### config.mk
export PLATFORM = sky130hd
export DESIGN_NAME = uart_frame_tx
export DESIGN_NICKNAME = d
export VERILOG_FILES = /design/src/rtl/uart_frame_tx.sv
export SDC_FILE = /design/constraint.sdc
export NUM_CORES = 1
export LEC_CHECK = 0
export ABC_AREA = 1
export ABC_CLOCK_PERIOD_IN_PS = 4300
export CAP_MARGIN = 20
export CORE_AREA = 2 2 204 206
export DETAILED_ROUTE_END_ITERATION = 6
export DIE_AREA = 0 0 206 208
export DONT_BUFFER_PORTS = 1
export GPL_TIMING_DRIVEN = 0
export PLACE_DENSITY = 0.74
export SETUP_SLACK_MARGIN = 0.05
export SLEW_MARGIN = 5
export SYNTH_ARGS = -nofsm -noshare
export SYNTH_HDL_FRONTEND = slang
export SYNTH_SLANG_ARGS = --single-unit
### constraint.sdc
create_clock -name w_user_clk -period 4.3 [get_ports w_user_clk]
set_input_delay 0.645 -clock w_user_clk [delete_from_list [all_inputs] [get_ports w_user_clk]]
set_output_delay 0.645 -clock w_user_clk [all_outputs]
set_load 0.005 [all_outputs]
### src/rtl/uart_frame_tx.sv
// uart_frame_tx: buffers one payload from a valid/ready stream, then sends it to
// uart_drive as a frame: HDR0, HDR1, length, payload bytes, checksum.
// Checksum is the mod-256 sum of the length byte and the stored payload bytes.

module uart_frame_tx #(
    parameter int unsigned                P_DATA_WIDTH = 8,
    parameter int unsigned                P_MAX_LEN    = 64,
    parameter logic [P_DATA_WIDTH-1:0]    P_HDR0       = 8'h55,
    parameter logic [P_DATA_WIDTH-1:0]    P_HDR1       = 8'hAA
) (
    input  logic                    w_user_clk,
    input  logic                    w_user_rst,
    input  logic [P_DATA_WIDTH-1:0] i_pl_data,
    input  logic                    i_pl_valid,
    input  logic                    i_pl_last,
    output logic                    o_pl_ready,
    output logic [P_DATA_WIDTH-1:0] o_tx_data,
    output logic                    o_tx_valid,
    input  logic                    i_tx_ready,
    output logic                    o_busy,
    output logic                    o_frame_done,
    output logic                    o_len_err
);

    localparam int unsigned AW = (P_MAX_LEN > 1) ? $clog2(P_MAX_LEN) : 1;

    typedef logic [P_DATA_WIDTH-1:0] data_t;

    localparam data_t MaxLen = data_t'(P_MAX_LEN);

    typedef enum logic [2:0] {
        StLoad, StHdr0, StHdr1, StLen, StPayload, StCsum, StDone
    } state_e;

    state_e state_q, state_d, adv_state;
    data_t  wr_ptr_q, wr_ptr_d;
    data_t  rd_ptr_q, rd_ptr_d, adv_rd;
    data_t  sum_q, sum_d;
    data_t  tx_data_q, tx_data_d, tx_byte;
    logic   pl_ready_q, pl_ready_d;
    logic   len_err_q, len_err_d;
    logic   tx_valid_q, tx_valid_d;
    logic   outstanding_q, outstanding_d;
    logic   seen_low_q, seen_low_d;
    logic   frame_done_q, frame_done_d;
    logic   busy_q, busy_d;
    logic   mem_we;
    logic   tx_complete;
    data_t  mem_q [P_MAX_LEN];

    // Issued byte has finished once ready was seen low and is now high again.
    assign tx_complete = outstanding_q && seen_low_q && i_tx_ready;

    // Where the FSM goes when the outstanding byte completes this cycle.
    always_comb begin
        adv_state = state_q;
        adv_rd    = rd_ptr_q;
        if (tx_complete) begin
            unique case (state_q)
                StHdr0:    adv_state = StHdr1;
                StHdr1:    adv_state = StLen;
                StLen:     adv_state = StPayload;
                StPayload: begin
                    if (rd_ptr_q == wr_ptr_q - 1'b1) begin
                        adv_state = StCsum;
                        adv_rd    = '0;
                    end else begin
                        adv_rd = rd_ptr_q + 1'b1;
                    end
                end
                StCsum:    adv_state = StDone;
                default:   adv_state = state_q;
            endcase
        end
    end

    // Byte to issue for the state the FSM is in (or about to enter).
    always_comb begin
        case (adv_state)
            StHdr0:    tx_byte = P_HDR0;
            StHdr1:    tx_byte = P_HDR1;
            StLen:     tx_byte = wr_ptr_q;
            StPayload: tx_byte = mem_q[adv_rd[AW-1:0]];
            StCsum:    tx_byte = sum_q + wr_ptr_q;
            default:   tx_byte = tx_data_q;
        endcase
    end

    // Next-state logic: payload collection in LOAD, per-byte issue/complete elsewhere.
    always_comb begin
        state_d       = state_q;
        pl_ready_d    = pl_ready_q;
        wr_ptr_d      = wr_ptr_q;
        rd_ptr_d      = rd_ptr_q;
        sum_d         = sum_q;
        len_err_d     = len_err_q;
        tx_data_d     = tx_data_q;
        tx_valid_d    = 1'b0;
        outstanding_d = outstanding_q;
        seen_low_d    = seen_low_q;
        frame_done_d  = 1'b0;
        mem_we        = 1'b0;

        unique case (state_q)
            StLoad: begin
                pl_ready_d = 1'b1;
                if (i_pl_valid && pl_ready_q) begin
                    if (wr_ptr_q == '0) begin
                        len_err_d = 1'b0;
                    end
                    if (wr_ptr_q < MaxLen) begin
                        mem_we   = 1'b1;
                        wr_ptr_d = wr_ptr_q + 1'b1;
                        sum_d    = sum_q + i_pl_data;
                    end else begin
                        // Overflow: drop the byte, keep accepting until last.
                        len_err_d = 1'b1;
                    end
                    if (i_pl_last) begin
                        pl_ready_d = 1'b0;
                        state_d    = StHdr0;
                    end
                end
            end
            StDone: begin
                wr_ptr_d   = '0;
                rd_ptr_d   = '0;
                sum_d      = '0;
                pl_ready_d = 1'b1;
                state_d    = StLoad;
            end
            default: begin
                if (outstanding_q && !i_tx_ready) begin
                    seen_low_d = 1'b1;
                end
                if (tx_complete) begin
                    outstanding_d = 1'b0;
                    state_d       = adv_state;
                    rd_ptr_d      = adv_rd;
                    if (adv_state == StDone) begin
                        frame_done_d = 1'b1;
                    end
                end
                // Completion and the next issue may share a cycle; ready is already high.
                if ((!outstanding_q || tx_complete) && i_tx_ready && (adv_state != StDone)) begin
                    tx_valid_d    = 1'b1;
                    tx_data_d     = tx_byte;
                    outstanding_d = 1'b1;
                    seen_low_d    = 1'b0;
                end
            end
        endcase

        busy_d = (state_d != StLoad);
    end

    // Control and output registers; reset aborts any frame in progress.
    always_ff @(posedge w_user_clk or posedge w_user_rst) begin
        if (w_user_rst) begin
            state_q       <= StLoad;
            pl_ready_q    <= 1'b0;
            wr_ptr_q      <= '0;
            rd_ptr_q      <= '0;
            sum_q         <= '0;
            len_err_q     <= 1'b0;
            tx_data_q     <= '0;
            tx_valid_q    <= 1'b0;
            outstanding_q <= 1'b0;
            seen_low_q    <= 1'b0;
            frame_done_q  <= 1'b0;
            busy_q        <= 1'b0;
        end else begin
            state_q       <= state_d;
            pl_ready_q    <= pl_ready_d;
            wr_ptr_q      <= wr_ptr_d;
            rd_ptr_q      <= rd_ptr_d;
            sum_q         <= sum_d;
            len_err_q     <= len_err_d;
            tx_data_q     <= tx_data_d;
            tx_valid_q    <= tx_valid_d;
            outstanding_q <= outstanding_d;
            seen_low_q    <= seen_low_d;
            frame_done_q  <= frame_done_d;
            busy_q        <= busy_d;
        end
    end

    // Payload buffer; contents are only meaningful up to wr_ptr_q, so no reset.
    always_ff @(posedge w_user_clk) begin
        if (mem_we) begin
            mem_q[wr_ptr_q[AW-1:0]] <= i_pl_data;
        end
    end

    assign o_pl_ready   = pl_ready_q;
    assign o_tx_data    = tx_data_q;
    assign o_tx_valid   = tx_valid_q;
    assign o_busy       = busy_q;
    assign o_frame_done = frame_done_q;
    assign o_len_err    = len_err_q;

endmodule

==> summary.md, run 1 <==
| Metric | Value |
|---|---|
| Syn_nets | 2217 |
| Starting Density | 59.35% |
| Seq cells post-synth | 554 |
| Cell mode on critical path | nand3_1 |
| Layout area overhead | 10.51% |
| Final setup TNS | 0 ns |
| Clock sink total | 554 |
| Syn. warnings | 0 |
| Vias per cell | ~6.3 |
| Wirelength per Cell | 26.57 um |
| Worst path required time | 4.77 ns |
| Syn Std Cell Area | 24070 sq um |
| Worst Tran Pin Value | 1.180 ns |
| Nets@finish | 2286 |
| CTS max path bufs | 3 |
| Cell depth of the worst min-delay path | 0 |
| ANT cells | 0 |
| Critical Path, Cell by Cell | buf_2 -> inv_1 -> ha_1 -> nand2_1 -> inv_1 -> nor2_1 -> nand2_1 -> nor2_1 -> nand3_1 -> nor2_1 -> nand3_1 -> nor2_2 -> inv_2 -> nand2_2 -> inv_2 -> buf_1 -> nand3_1 -> nand3_1 -> nand3_1 -> nand3_1 -> nand3_1 -> a21oi_1 |
| CTS tree | built |
| Clk network pwr share | 29.2% |
| Vias in the first global route | 17140 |
| Most common cell after layout, fill and taps aside | nand3_1 |
| Die span in y | ~210 um |
| Max FO, Critical Path | 10 |
| Post-route antenna net violation count | 0 |
| P_leak | 9.845 nW |
| Row Count | 74 |
| DP Worst Slack | -0.01118 ns |
| Max-slew headroom | 21.06% |
| Violation count after the first detailed-route iteration | 2241 |
| Die Area | around 43000 sq um |
| Total Wirelength | 75200 um |
| HP Class | primary input to register |
| Most frequent cells in the layout | nand3_1 (584), nand2_1 (535), edfxtp_1 (512), nor2_1 (124), inv_1 (99) |
| Number of max-cap violations | 0 |
| Crit-path slowest cell | dfrtp_1 |
| Synth unique cells | 44 |
| Worst-Skew Late Latency | 0.62 ns |
| CP Launch Type | register |
| Post-CTS Setup Bufs | 0 |
| Largest net degree at the start of global routing | 67 |
| RSZ-0062 raised after global routing | true |
| First-pass GRT wire length | 108800 um |
| Final hold vios | 0 |
| Width of the die | ~200 um |
| Maximum vdd drop | 356.0 uV |
| Max Transition Viols Final | 0 |
| Crit share post-route | 95.39% |
| FF-to-FF path depth | 22 |
| Total CTS buffers | between 50 and 60 |
| CTS clk-pin slew, worst paths | around 0.060 ns |
| Critical Path AT | 4.57 ns |
| Crit. End Element | register |
| Initial antenna violation count | 1 |
| HPWL after DPL | about 51000 um |
| Io pins | 26 |
| Net load switching power | 5.565 mW |
| H-tree Lvls | 2 |
| Outcome | complete, no violations |
| Final worst slack | 0.1983 ns |
| Global route overflow | 0 |
| Sequential power share | around 40% |
| Crit path kind | register to register |
| 1st-pass router iterations | 6 |
| All-layer global routing usage | 35.49% |
| Fmax | 243.8 MHz |
| Fin crit period | roughly 4.1 ns |
| Syn avg cell area | 11.02 sq um |
| Slowest cell delay on critical path | roughly 0.44 ns |
| Seq/Total Area, Yosys | a little under 70% |
| Ratio of cells with drive above 1 in the final layout | 9.530% |
| Power Density | 580.2 nW/um^2 |
| # setup viols final | 0 |
| Gpl congestion | 0.9925 |
| Remaining DRCs | 0 |
| Core Region | 40550 sq um |
| CTS root buf | clkbuf_16 |
| Reg2Reg Setup Slack | 0.20 ns |
| Switching share of power | a little over a third |
| Combinational share of power | 30.7% |
| Port Buffer Count | 0 |
| Via count | 17820 |
| Mapped Cells | 2184 |
| Worst Skew | 0.02047 ns |
| Cell Int Power | 9.868 mW |
[cell type report]
class,instances,area (sq um)
clock inverters,19,115.1
fillers,3062,13960
flip-flops and latches,554,16430
multi-input cells,1400,6595
repair buffers,13,131.4
clock buffers,82,1528
plain buffers,120,714.4
well taps,532,665.6
inverters,110,421.7
[synthesized netlist by cell type]
library cell    n  area [sq um]
a21oi_1        20         100.1
nand2_4         1         11.26
nand3b_1       22         165.2
buf_2          63         315.3
nor2_1        133         499.2
inv_4           3         18.77
o21bai_1        1         7.510
o21ai_0        19         95.09
xor2_1         10         87.58
nor2_4          1         11.26
or2_2           1         6.260
nor3_4          1         16.27
a211oi_1        3         22.52
a22oi_1         3         22.52
xnor2_1         3         26.28
o31ai_1         2         15.01
ha_1           18         225.2
o22ai_1         2         12.51
buf_6          15         168.9
nor2_2          5         31.28
nor4_1          2         12.51
nor3b_1         1         7.510
clkinv_2        1         5.000
nor3_1         16         80.08
a32oi_1         1         8.760
nand2_2         3         18.77
nand2_1       535          2008
and2_1          1         6.260
clkbuf_1       24         90.09
clkinv_1        2         7.510
nand3_2         1         10.01
inv_2           4         15.01
nand4_1         2         12.51
edfxtp_1      512         15370
nand3_1       587          2938
o21ai_1         1         5.000
inv_1         100         375.4
a22o_1          1         8.760
nand3_4         1         17.52
buf_4          11         82.58
fa_1            2         40.04
dfrtp_1        42          1051
buf_1           7         26.28
o32ai_1         1         8.760
[worst max-delay path, delay by kind of cell, from the launching register on]
family | cells | cell delay (ns)
compound gates | 1 | 0.09
fa+ha+maj | 1 | 0.34
buf+inv | 6 | 1.05
flops | 1 | 0.44
simple gates | 14 | 2.04
[state kept, by name (all words and copies together) (netlist names)]
| name | flops |
|---|---|
| mem_q | 512 |
| o_tx_valid | 1 |
| rd_ptr_q | 8 |
| state_q | 3 |
| seen_low_q | 1 |
| wr_ptr_q | 8 |
| sum_q | 8 |
| o_busy | 1 |
| o_pl_ready | 1 |
| o_tx_data | 8 |
| o_frame_done | 1 |
| outstanding_q | 1 |
| o_len_err | 1 |
[power groups by stage]
stage	sequential [mW]	clock (mW)	combinational (mW)
global route	6.21	4.69	5.09
floorplan	6.26	0	2.98
finish	6.20	4.50	4.73
global placement	6.30	0	4.41
detailed placement	6.31	0	4.52
CTS	6.20	4.48	4.56
[cells by family (layout without fill, tap and decap cells)]
family,after synthesis,after routing,synth area share [%]
flops,554,554,68.25
compound gates,54,54,1.274
fa+ha+maj,20,20,1.102
simple gates,1313,1313,24.31
buf+inv,230,344,4.590
xor+xnor,13,13,0.4731
[per-stage QoR]
step	cells	util, %	hold slack [ns]	instance area [sq um]	power [mW]
2_1_floorplan	2184	-	0.4724	24070	9.237
3_3_place_gp	2716	60.99	0.5037	24730	10.71
3_5_place_dp	2725	61.25	0.4991	24840	10.82
4_1_cts	2827	65.37	0.1075	26510	15.24
5_1_grt	2830	65.58	0.1156	26600	15.99
6_report	2830	65.58	0.1249	26600	15.43
[repair_timing]
item,4_1_cts,5_1_grt
hold buffers,1,0
gates cloned,0,0
setup endpoints to repair,21,168
pin swaps,0,1
endpoints found under the hold margin,12,0
gates resized for setup,5,33
[path summary, 6_finish.rpt]
check,from,endpoint
hold / removal,i_pl_data[6],mem_q[32][6]
hold reg to reg,o_tx_data[7],o_tx_data[7]
max in group asynchronous,w_user_rst,rd_ptr_q[0]
setup reg to reg,wr_ptr_q[1],o_tx_data[6]
setup / recovery,wr_ptr_q[1],o_tx_data[6]
min in group asynchronous,w_user_rst,sum_q[5]
[routing by layer]
metal  routed length [um]  GRT usage, %
met5                   13             0
met2                34520         54.35
met4                 3332         15.76
met1                28160         47.89
met3                 9175         9.492
Power figures use the tool's default switching activity.
==> inputs of run 2 (changes only) <==
PLACE_DENSITY = 0.72   (was 0.74)
==> run 2 against run 1 <==
- largest power group unchanged
- global-route usage decreased by 0.35 points
- hold slack improved by 0.00070 ns
- total power increased by 0.86%
==> summary.md, run 2 (synthesis gave the netlist of run 1 again) <==
| Metric | Value |
|---|---|
| Cell Int Power | 10.01 mW |
| Die Area | 42850 sq um |
| Power Density | 582.0 nW/um^2 |
| Worst r2r src | state_q[0] |
| Multi-input logic area | about 6600 sq um |
| Post-route antenna net violation count | 0 |
| Maximum vdd drop | roughly 390 uV |
| Worst Tran Pin Value | 1.142 ns |
| Crit path kind | register to register |
| Largest register FFs | 512 |
| Final std cells w/o fill | 2832 |
| Combinational share of power | between 30% and 40% |
| HPWL after DPL | 50560 um |
| Width of the die | just over 200 um |
| Violation count after the first detailed-route iteration | approximately 2500 |
| Total Wirelength | ~74000 um |
| Ratio of cells with drive above 1 in the final layout | 10.09% |
| Clk network pwr share | 29.9% |
| Reg area | 16430 sq um |
| Wirelength per Cell | 26.26 um |
| Core Region | 40550 sq um |
| RSZ-0062 raised after global routing | true |
| Max Transition Viols Final | 0 |
| Final Core Density | between 60% and 70% |
| CTS tree | built |
| Layout fillers | 3099 |
| H-tree Lvls | 2 |
| Starting Density | approximately three fifths |
| CTS clk-pin slew, worst paths | around 0.06 ns |
| Remaining DRCs | 0 |
| Crit. End Element | register |
| Global route overflow | 0 |
| Worst Setup SP | state_q[0] |
| Net load switching power | 5.560 mW |
| CTS root buf | clkbuf_16 |
| Worst-Skew Late Latency | 0.63 ns |
| Vias in the first global route | 16910 |
| Outcome | complete, no violations |
| Slowest cell delay on critical path | 1.01 ns |
| Critical Path, Cell by Cell | inv_1 -> nand2_1 -> nor2_1 -> inv_1 -> nor2_1 -> inv_1 -> nor2_1 -> inv_1 -> nor2_1 -> nand3_1 -> nor2_1 |
| Fmax | 235.2 MHz |
| Most common cell after layout, fill and taps aside | nand3_1 |
| 1st-pass router iterations | 6 |
| Total CTS buffers | 54 |
| CP top delay family | simple AND/OR/NAND/NOR gates |
| Final setup TNS | 0 ns |
| Io pins | 26 |
| Layout area overhead | 11.13% |
| Max-slew headroom | 23.57% |
| All-layer global routing usage | between 30% and 40% |
| Initial antenna violation count | 0 |
| Number of max-cap violations | 0 |
| Sequential power share | 39.8% |
| HP Class | primary input to register |
| Row Count | 74 |
| Crit share post-route | 98.89% |
| Worst Skew | 0.02258 ns |
| Clock sink total | 554 |
| CTS max path bufs | 3 |
| WP buf/inv | 4 |
| # setup viols final | 0 |
| P_leak | slightly below 10 nW |
| Port Buffer Count | 0 |
| Vias per cell | 6.296 |
| Critical Path AT | around 4.5 ns |
| Switching share of power | 35.72% |
| Via count | between 15000 and 20000 |
| Gpl congestion | around 1 |
| Hold Startpoint | i_pl_data[1] |
| Fin crit period | 4.252 ns |
| CP Launch Type | register |
| Max FO, Critical Path | 8 |
| Cell mode on critical path | nor2_1 |
| Most frequent cells in the layout | nand3_1 (584), nand2_1 (535), edfxtp_1 (512), nor2_1 (124), inv_1 (99) |
| Crit-path slowest cell | nor2_1 |
| Largest net degree at the start of global routing | 67 |
| First-pass GRT wire length | about 110000 um |
| Placed cell count | 2727 |
| Worst path required time | 4.56 ns |
| Final hold vios | 0 |
| Nets@finish | approximately 2300 |
| Die span in y | 208 um |
[run 2: changes by cell type in the layout (fill, tap and decap cells not counted), moves of 2 or more]
| cell | change |
|---|---|
| clkbuf_8 | +2 |
| clkbuf_2 | -2 |
| clkinv_8 | +2 |
| buf_6 | +2 |
| clkbuf_1 | -12 |
| buf_2 | +2 |
| clkinv_2 | +2 |
| clkinvlp_4 | +2 |
| inv_6 | -2 |
| clkbuf_16 | +2 |
[run 2: layout make-up]
class	count	area share [%]
antenna	1	0.009356
buffer	120	2.629
clock buffer	73	5.819
clock inverter	24	0.7204
inverter	110	1.576
multi-input combinational	1400	24.66
sequential	554	61.41
tap	532	2.489
timing repair buffer	18	0.6877
[run 2: metrics by stage]
step | setup WS, ns | hold slack (ns) | total power, mW | cell area (sq um)
2_1_floorplan | 1.340 | 0.4724 | 9.237 | 24070
3_3_place_gp | -0.9209 | 0.5067 | 10.73 | 24730
3_5_place_dp | 0.1104 | 0.4819 | 10.82 | 24860
4_1_cts | 0.09106 | 0.1040 | 15.38 | 26620
5_1_grt | -0.1463 | 0.1114 | 16.14 | 26740
6_report | 0.04774 | 0.1256 | 15.57 | 26750
[run 2: path summary, 6_finish.rpt]
kind                                end  slack (ns)  depth (start not counted)
min in group asynchronous      sum_q[4]        0.41                          2
max in group asynchronous  o_tx_data[6]        3.43                          3
max                        mem_q[27][6]        0.05                         11
max reg2reg                mem_q[27][6]        0.05                         11
min                        mem_q[16][1]        0.13                          0
min reg2reg                o_tx_data[1]        0.52                          2
[run 2: power groups by stage]
stage               Sequential [mW]  Combinational (mW)  Clock [mW]
global route                   6.21                5.07        4.86
detailed placement             6.31                4.52           0
global placement               6.30                4.43           0
finish                         6.20                4.72        4.65
CTS                            6.20                4.54        4.65
floorplan                      6.26                2.98           0
[run 2: what timing repair did]
item / 4_1_cts / 5_1_grt
setup endpoints to repair: 0 / 111
hold buffers: 1 / 0
buffers inserted: 0 / 0
hold endpoints to repair: 11 / 0
gates resized for setup: 0 / 33
[run 2: per-layer routing]
layer | wire length, um | GRT usage [%] | vias to the layer above | part of all wire [%]
met4 | 3802 | 16.60 | 0 | 5.1
met5 | 0 | 0 | - | 0
met2 | 33420 | 52.46 | 1184 | 45
met3 | 9290 | 8.318 | 221 | 12
met1 | 27860 | 49.00 | 8607 | 37
li1 | - | - | 7817 | -
